==> config.mk <==
export PLATFORM = sky130hd
export DESIGN_NAME = project3a_top_flat
export DESIGN_NICKNAME = d
export VERILOG_FILES = /design/src/rtl/project3a_top_if.sv /design/src/rtl/project3a_top.sv /design/src/flat_wrapper.sv
export SDC_FILE = /design/constraint.sdc
export NUM_CORES = 1
export LEC_CHECK = 0
export CORE_MARGIN = 1
export CORE_UTILIZATION = 50
export CTS_BUF_LIST = sky130_fd_sc_hd__clkbuf_4
export CTS_CLUSTER_DIAMETER = 200
export DETAILED_ROUTE_END_ITERATION = 10
export GPL_TIMING_DRIVEN = 1
export PLACE_DENSITY = 0.85
export SLEW_MARGIN = 20
export SYNTH_ARGS = -nofsm -noshare
export SYNTH_HDL_FRONTEND = slang
export SYNTH_SLANG_ARGS = --single-unit
export TNS_END_PERCENT = 100
==> constraint.sdc <==
create_clock -name CLOCK_50 -period 10.4 [get_ports CLOCK_50]
set_input_delay 2.6 -clock CLOCK_50 [delete_from_list [all_inputs] [get_ports CLOCK_50]]
set_output_delay 2.6 -clock CLOCK_50 [all_outputs]
set_load 0.05 [all_outputs]
==> src/rtl/project3a_top_if.sv <==
// Board-side bundle for project3a_top: switch inputs, status LEDs and six 7-segment digits.
interface project3a_top_if;
  logic [9:0] SW;
  logic [9:0] LED;
  logic [6:0] HEX0;
  logic [6:0] HEX1;
  logic [6:0] HEX2;
  logic [6:0] HEX3;
  logic [6:0] HEX4;
  logic [6:0] HEX5;

  modport master (output SW, input LED, HEX0, HEX1, HEX2, HEX3, HEX4, HEX5);
  modport slave  (input SW, output LED, HEX0, HEX1, HEX2, HEX3, HEX4, HEX5);
endinterface

==> src/rtl/project3a_top.sv <==
// Switch-to-display top: 6-bit operand shown in decimal (signed/unsigned) on 7-segment digits.
// Optional feature macro: HEX_MODE_EN (SW[7]=1 selects hexadecimal display).
module project3a_top #(
  parameter bit SEG_ACTIVE_LOW = 1'b1
) (
  input  logic            CLOCK_50,
  input  logic            reset,
  project3a_top_if.slave  board
);

  localparam logic [6:0] BLANK = 7'h7F;

  // Double-dabble over 6 bits: {tens, ones}; magnitude never exceeds 63.
  function automatic logic [7:0] bin2bcd(input logic [5:0] bin);
    logic [7:0] bcd;
    bcd = 8'd0;
    for (int i = 5; i >= 0; i--) begin
      if (bcd[3:0] >= 4'd5) bcd[3:0] = bcd[3:0] + 4'd3;
      else                  bcd[3:0] = bcd[3:0];
      if (bcd[7:4] >= 4'd5) bcd[7:4] = bcd[7:4] + 4'd3;
      else                  bcd[7:4] = bcd[7:4];
      bcd = {bcd[6:0], bin[i]};
    end
    return bcd;
  endfunction

  function automatic logic [6:0] glyph(input logic [3:0] d);
    logic [6:0] g;
    case (d)
      4'h0:    g = 7'h40;
      4'h1:    g = 7'h79;
      4'h2:    g = 7'h24;
      4'h3:    g = 7'h30;
      4'h4:    g = 7'h19;
      4'h5:    g = 7'h12;
      4'h6:    g = 7'h02;
      4'h7:    g = 7'h78;
      4'h8:    g = 7'h00;
      4'h9:    g = 7'h10;
      4'hA:    g = 7'h08;
      4'hB:    g = 7'h03;
      4'hC:    g = 7'h46;
      4'hD:    g = 7'h21;
      4'hE:    g = 7'h06;
      4'hF:    g = 7'h0E;
      default: g = BLANK;
    endcase
    return g;
  endfunction

  logic [9:0] sw_q_r;
  logic [9:0] led_r;
  logic [6:0] hex0_r, hex1_r, hex2_r, hex3_r, hex4_r, hex5_r;

  logic       neg_s;
  logic [5:0] mag_s;
  logic [7:0] bcd_s;
  logic [9:0] led_s;
  logic [6:0] hex0_s, hex1_s, hex3_s, hex4_s;
  logic       unused_s;

  // SW[9:8] are spare switches; SW[7] only matters in hex-mode builds.
  assign unused_s = ^sw_q_r[9:7];

  // Convert the sampled operand into LED status and segment patterns.
  always_comb begin
    neg_s = sw_q_r[6] & sw_q_r[5];
    if (neg_s) mag_s = 6'd0 - sw_q_r[5:0];
    else       mag_s = sw_q_r[5:0];
    bcd_s  = bin2bcd(mag_s);
    hex0_s = glyph(bcd_s[3:0]);
    if (bcd_s[7:4] != 4'd0) hex1_s = glyph(bcd_s[7:4]);
    else                    hex1_s = BLANK;
    if (sw_q_r[6]) hex4_s = 7'h12;
    else           hex4_s = 7'h41;
`ifdef HEX_MODE_EN
    if (sw_q_r[7]) begin
      hex1_s = glyph({2'b00, mag_s[5:4]});
      hex0_s = glyph(mag_s[3:0]);
      hex4_s = 7'h0B;
    end else begin
      hex4_s = hex4_s;
    end
`endif
    if (neg_s) hex3_s = 7'h3F;
    else       hex3_s = BLANK;
    led_s = {1'b0, (mag_s == 6'd0), neg_s, sw_q_r[6:0]};
  end

  // Input sampling stage and registered display stage.
  always_ff @(posedge CLOCK_50) begin
    if (reset) begin
      sw_q_r <= 10'd0;
      led_r  <= 10'd0;
      hex0_r <= BLANK;
      hex1_r <= BLANK;
      hex2_r <= BLANK;
      hex3_r <= BLANK;
      hex4_r <= BLANK;
      hex5_r <= BLANK;
    end else begin
      sw_q_r <= board.SW;
      led_r  <= led_s;
      hex0_r <= hex0_s;
      hex1_r <= hex1_s;
      hex2_r <= BLANK;
      hex3_r <= hex3_s;
      hex4_r <= hex4_s;
      hex5_r <= BLANK;
    end
  end

  // Polarity applied after the registers so the reset value is inverted too.
  assign board.LED  = led_r;
  assign board.HEX0 = SEG_ACTIVE_LOW ? hex0_r : ~hex0_r;
  assign board.HEX1 = SEG_ACTIVE_LOW ? hex1_r : ~hex1_r;
  assign board.HEX2 = SEG_ACTIVE_LOW ? hex2_r : ~hex2_r;
  assign board.HEX3 = SEG_ACTIVE_LOW ? hex3_r : ~hex3_r;
  assign board.HEX4 = SEG_ACTIVE_LOW ? hex4_r : ~hex4_r;
  assign board.HEX5 = SEG_ACTIVE_LOW ? hex5_r : ~hex5_r;

endmodule

==> src/flat_wrapper.sv <==
// flat-port wrapper written by rule: the top's interface ports become plain ports
module project3a_top_flat 
#(
  parameter bit SEG_ACTIVE_LOW = 1'b1
)
  (CLOCK_50, reset, board_SW, board_LED, board_HEX0, board_HEX1, board_HEX2, board_HEX3, board_HEX4, board_HEX5);
  project3a_top_if board_i ();
  input  logic CLOCK_50;
  input  logic reset;
  input wire logic [$bits(board_i.SW)-1:0] board_SW;
  output wire logic [$bits(board_i.LED)-1:0] board_LED;
  output wire logic [$bits(board_i.HEX0)-1:0] board_HEX0;
  output wire logic [$bits(board_i.HEX1)-1:0] board_HEX1;
  output wire logic [$bits(board_i.HEX2)-1:0] board_HEX2;
  output wire logic [$bits(board_i.HEX3)-1:0] board_HEX3;
  output wire logic [$bits(board_i.HEX4)-1:0] board_HEX4;
  output wire logic [$bits(board_i.HEX5)-1:0] board_HEX5;
  assign board_i.SW = board_SW;
  assign board_LED = board_i.LED;
  assign board_HEX0 = board_i.HEX0;
  assign board_HEX1 = board_i.HEX1;
  assign board_HEX2 = board_i.HEX2;
  assign board_HEX3 = board_i.HEX3;
  assign board_HEX4 = board_i.HEX4;
  assign board_HEX5 = board_i.HEX5;
  project3a_top #(.SEG_ACTIVE_LOW(SEG_ACTIVE_LOW)) u_core (.CLOCK_50(CLOCK_50), .reset(reset), .board(board_i));
endmodule
==> qor.csv <==
stage;metric;value;unit
outcome;outcome;complete, but fails checks;
outcome;violations;design-rule violations;
synth;synth_area_leader_cell;dfxtp_1;
critical_path;cp-end-kind;flop;
critical_path;crit_fanout;14;
synth;synth-edff-count;0;
layout;num-fill-cells;369;
synth;yosys_warnings;0;
place;placed_cell_area;2380;µm²
synth;ys_ff_latch;34;
critical_path;path_common_cell;ha_1;
clock_tree;ctsRootBufferMaster;clkbuf_4;
synth;netlist_area;2080;µm²
detailed_routing;dr.pass1.iters;7;
sta;relSlewSlack;40.9;%
sta;rsz0062_at_grt;no;
pwr;p_leak;0.939;nW
sta;finalSetupTns;0;ns
synth;synth.top_cell.area_share;32.7;%
die;die_h;66.6;µm
synth;synthFlopType;dfxtp_1;
clock_tree;cts.sinks;34;
critical_path;cp_slowest_stage_delay;0.73;ns
layout;final_area;2440;µm²
place;port_buffers;39;
clock_tree;holdBufCountCts;0;
synth;ys_seq_area_share;32.7;%
pwr;ir_worst_vdd;0.0000500;V
sta;finalSetupViolCount;0;
grt;grt_max_degree;22;
die;dieArea;4430;µm²
detailed_routing;num_vias;1849;
layout;final_core_util;60.9;%
grt;grt_usage;22.2;%
layout;final_cell_mix;39 x clkdlybuf4s50_1, 34 x dfxtp_1, 21 x conb_1;
die;rows;23;
critical_path;worstPathCellList;inv_1, ha_1, nor3b_1, o211ai_1, a211oi_1, ha_1, nor2b_1, a311oi_1, mux2i_1, xnor2_1, buf_4, nand2_1, a22oi_1, ha_1, nand2_1, a2111oi_0, a32oi_1, o21ai_0, nand4bb_1;
layout;antenna_cells;0;
clock_tree;cts_max_path_buffers;2;
layout;seq_area;681;µm²
clock_tree;htree_levels;2;
synth;synth_area_leaders;dfxtp_1 33%, buf_4 9.0%, ha_1 4.2%;
grt;grt_pass1_vias;1629;
die;pin_count;64;
layout;synthToLayoutAreaGrowth;17.0;%
die;initial_core_util;52.1;%
sta;layout_worst_path_cycle_share;54.1;%
layout;drive_above_1_share;7.38;%
critical_path;cp_slowest_cell;o211ai_1;
clock_tree;cts-resized-gates;0;
grt;grt-ovfl-total;0;
clock_tree;path_clk_slew;0.11;ns
sta;max_freq;178;MHz
sta;tightest_slew;0.883;ns
synth;ys_types;62;
place;place_congestion;0.863;
clock_tree;clk_latency;0.35;ns
detailed_routing;wl;4.39;mm
layout;layout_commonest_cell;clkdlybuf4s50_1;
critical_path;cp.arrival;5.93;ns
sta;maxSlewViolCount;0;
sta;finalHoldViolations;0;
detailed_routing;drc;2;
grt;antenna_found_initial;0;
detailed_routing;viasPerCell;5.76;
detailed_routing;drt-wirelength-per-cell;13.7;µm
detailed_routing;ant_nets;0;
die;die_x;66.6;µm
place;hpwlAfterDp;3.25;mm
sta;post-route-min-period;5.63;ns
clock_tree;cts_tree;built;
min_path;min_path_cells;1;
sta;fin_ws;4.77;ns
grt;grt_pass1_wl;7.40;mm
synth;netlist_instances;239;
min_path;min_path_type;reg2reg;
place;place_ws;4.94;ns
sta;skew;0.0104;ns
pwr;power_density;159;nW/µm²
layout;multi_input_area;1210;µm²
critical_path;critPathRequiredTime;10.70;ns
clock_tree;cts_buffers;5;
critical_path;critical_path_class;reg2reg;
job;cap_violations;0;
critical_path;start_kind;flop;
die;coreArea;4000;µm²
detailed_routing;drt-initial-drc-count;219;
clock_tree;cts_setup_buffers;0;
critical_path;rr_worst_depth;19;
layout;nets;289;
synth;syn_avg_cell_area;8.72;µm²
synth;async_reset_ff_share;0;%
## registers in the layout, indices dropped and copies added, names as in the netlist
register and cells:
u_core.board.HEX0 7, u_core.sw_q_r 7, u_core.board.HEX3 1, u_core.board.HEX1 7, u_core.board.HEX4 3, u_core.board.LED 9
## worst paths after layout
check | startpoint | slack [ns] | to
worst max register to register | u_core.sw_q_r[0]$_SDFF_PP0_ | 4.77 | u_core.board.HEX0[5]$_SDFF_PP1_
worst max-delay path | u_core.sw_q_r[0]$_SDFF_PP0_ | 4.77 | u_core.board.HEX0[5]$_SDFF_PP1_
worst min-delay path | u_core.sw_q_r[4]$_SDFF_PP0_ | 0.54 | u_core.board.LED[4]$_SDFF_PP0_
worst min register to register | u_core.sw_q_r[4]$_SDFF_PP0_ | 0.54 | u_core.board.LED[4]$_SDFF_PP0_
## logic make-up (layout without fill, tap and decap cells)
logic type / count (synthesis) / in the layout / synth area share, %
AO/OA/AOI/OAI: 62 / 62 / 22.7
XOR/XNOR: 5 / 5 / 3.12
adder cells (fa/ha/maj): 7 / 7 / 4.20
buffers and inverters: 43 / 56 / 12.6
flip-flops: 34 / 34 / 32.7
multiplexers: 3 / 3 / 1.50
other: 2 / 21 / 0.360
AND/OR/NAND/NOR: 83 / 83 / 22.9
## Yosys cell counts (3+ instances only)
cell type  count
inv_1          7
nor2b_1       12
nand2_1       12
nand3b_1       5
o22ai_1        3
nand2b_1       4
buf_2          5
o211ai_1       4
nor4_1         6
nor3_1         9
buf_4         25
xnor2_1        3
o21ai_0        8
a211oi_1       4
o221ai_1       3
nand3_1        8
ha_1           7
dfxtp_1       34
clkbuf_1       5
and2_1         3
nor2_1         9
a21oi_1        8
## report_power, final
| group | leakage, nW | switching, mW | total, mW | internal (mW) |
|---|---|---|---|---|
| clock network | 0.0286 | 0.0470 | 0.0721 | 0.0251 |
| registers | 0.282 | 0.00594 | 0.147 | 0.142 |
| logic | 0.628 | 0.112 | 0.167 | 0.0549 |
| total | 0.939 | 0.165 | 0.386 | 0.222 |
## cell type report
class,count,share of cell area (%)
clock buffers,5,1.54
clock inverters,3,0.667
inverters,8,1.23
multi-input cells,181,49.7
flip-flops and latches,34,27.9
well taps,50,2.57
repair buffers,40,16.3
## critical path, delay by kind of cell (launching register included)
| family | cells | cell delay, ns |
|---|---|---|
| and+or+nand+nor | 5 | 0.72 |
| DFF | 1 | 0.66 |
| xor gates and xnor gates | 1 | 0.19 |
| muxes | 1 | 0.19 |
| adders and majority gates | 3 | 1.02 |
| buffers and inverters | 2 | 0.52 |
| AOI/OAI and AO/OA | 7 | 2.27 |
## stage by stage
stage | hold WS (ns) | std cells | total power, mW
5_1_grt | 0.567 | 321 | 0.408
3_3_place_gp | 0.521 | 313 | 0.313
4_1_cts | 0.544 | 321 | 0.386
6_report | 0.539 | 321 | 0.386
3_5_place_dp | 0.525 | 313 | 0.316
2_1_floorplan | 0.489 | 258 | 0.284
## metal layers
layer  vias to the layer above  part of all wire, %  global-route usage [%]
met4                         0                  2.0                    11.2
li1                        901                    -                       -
met2                        88                   48                    36.4
met1                       850                   44                    27.0
met5                         -                    0                       0
met3                        10                  6.5                    4.62
(Power assumes the default switching activity.)
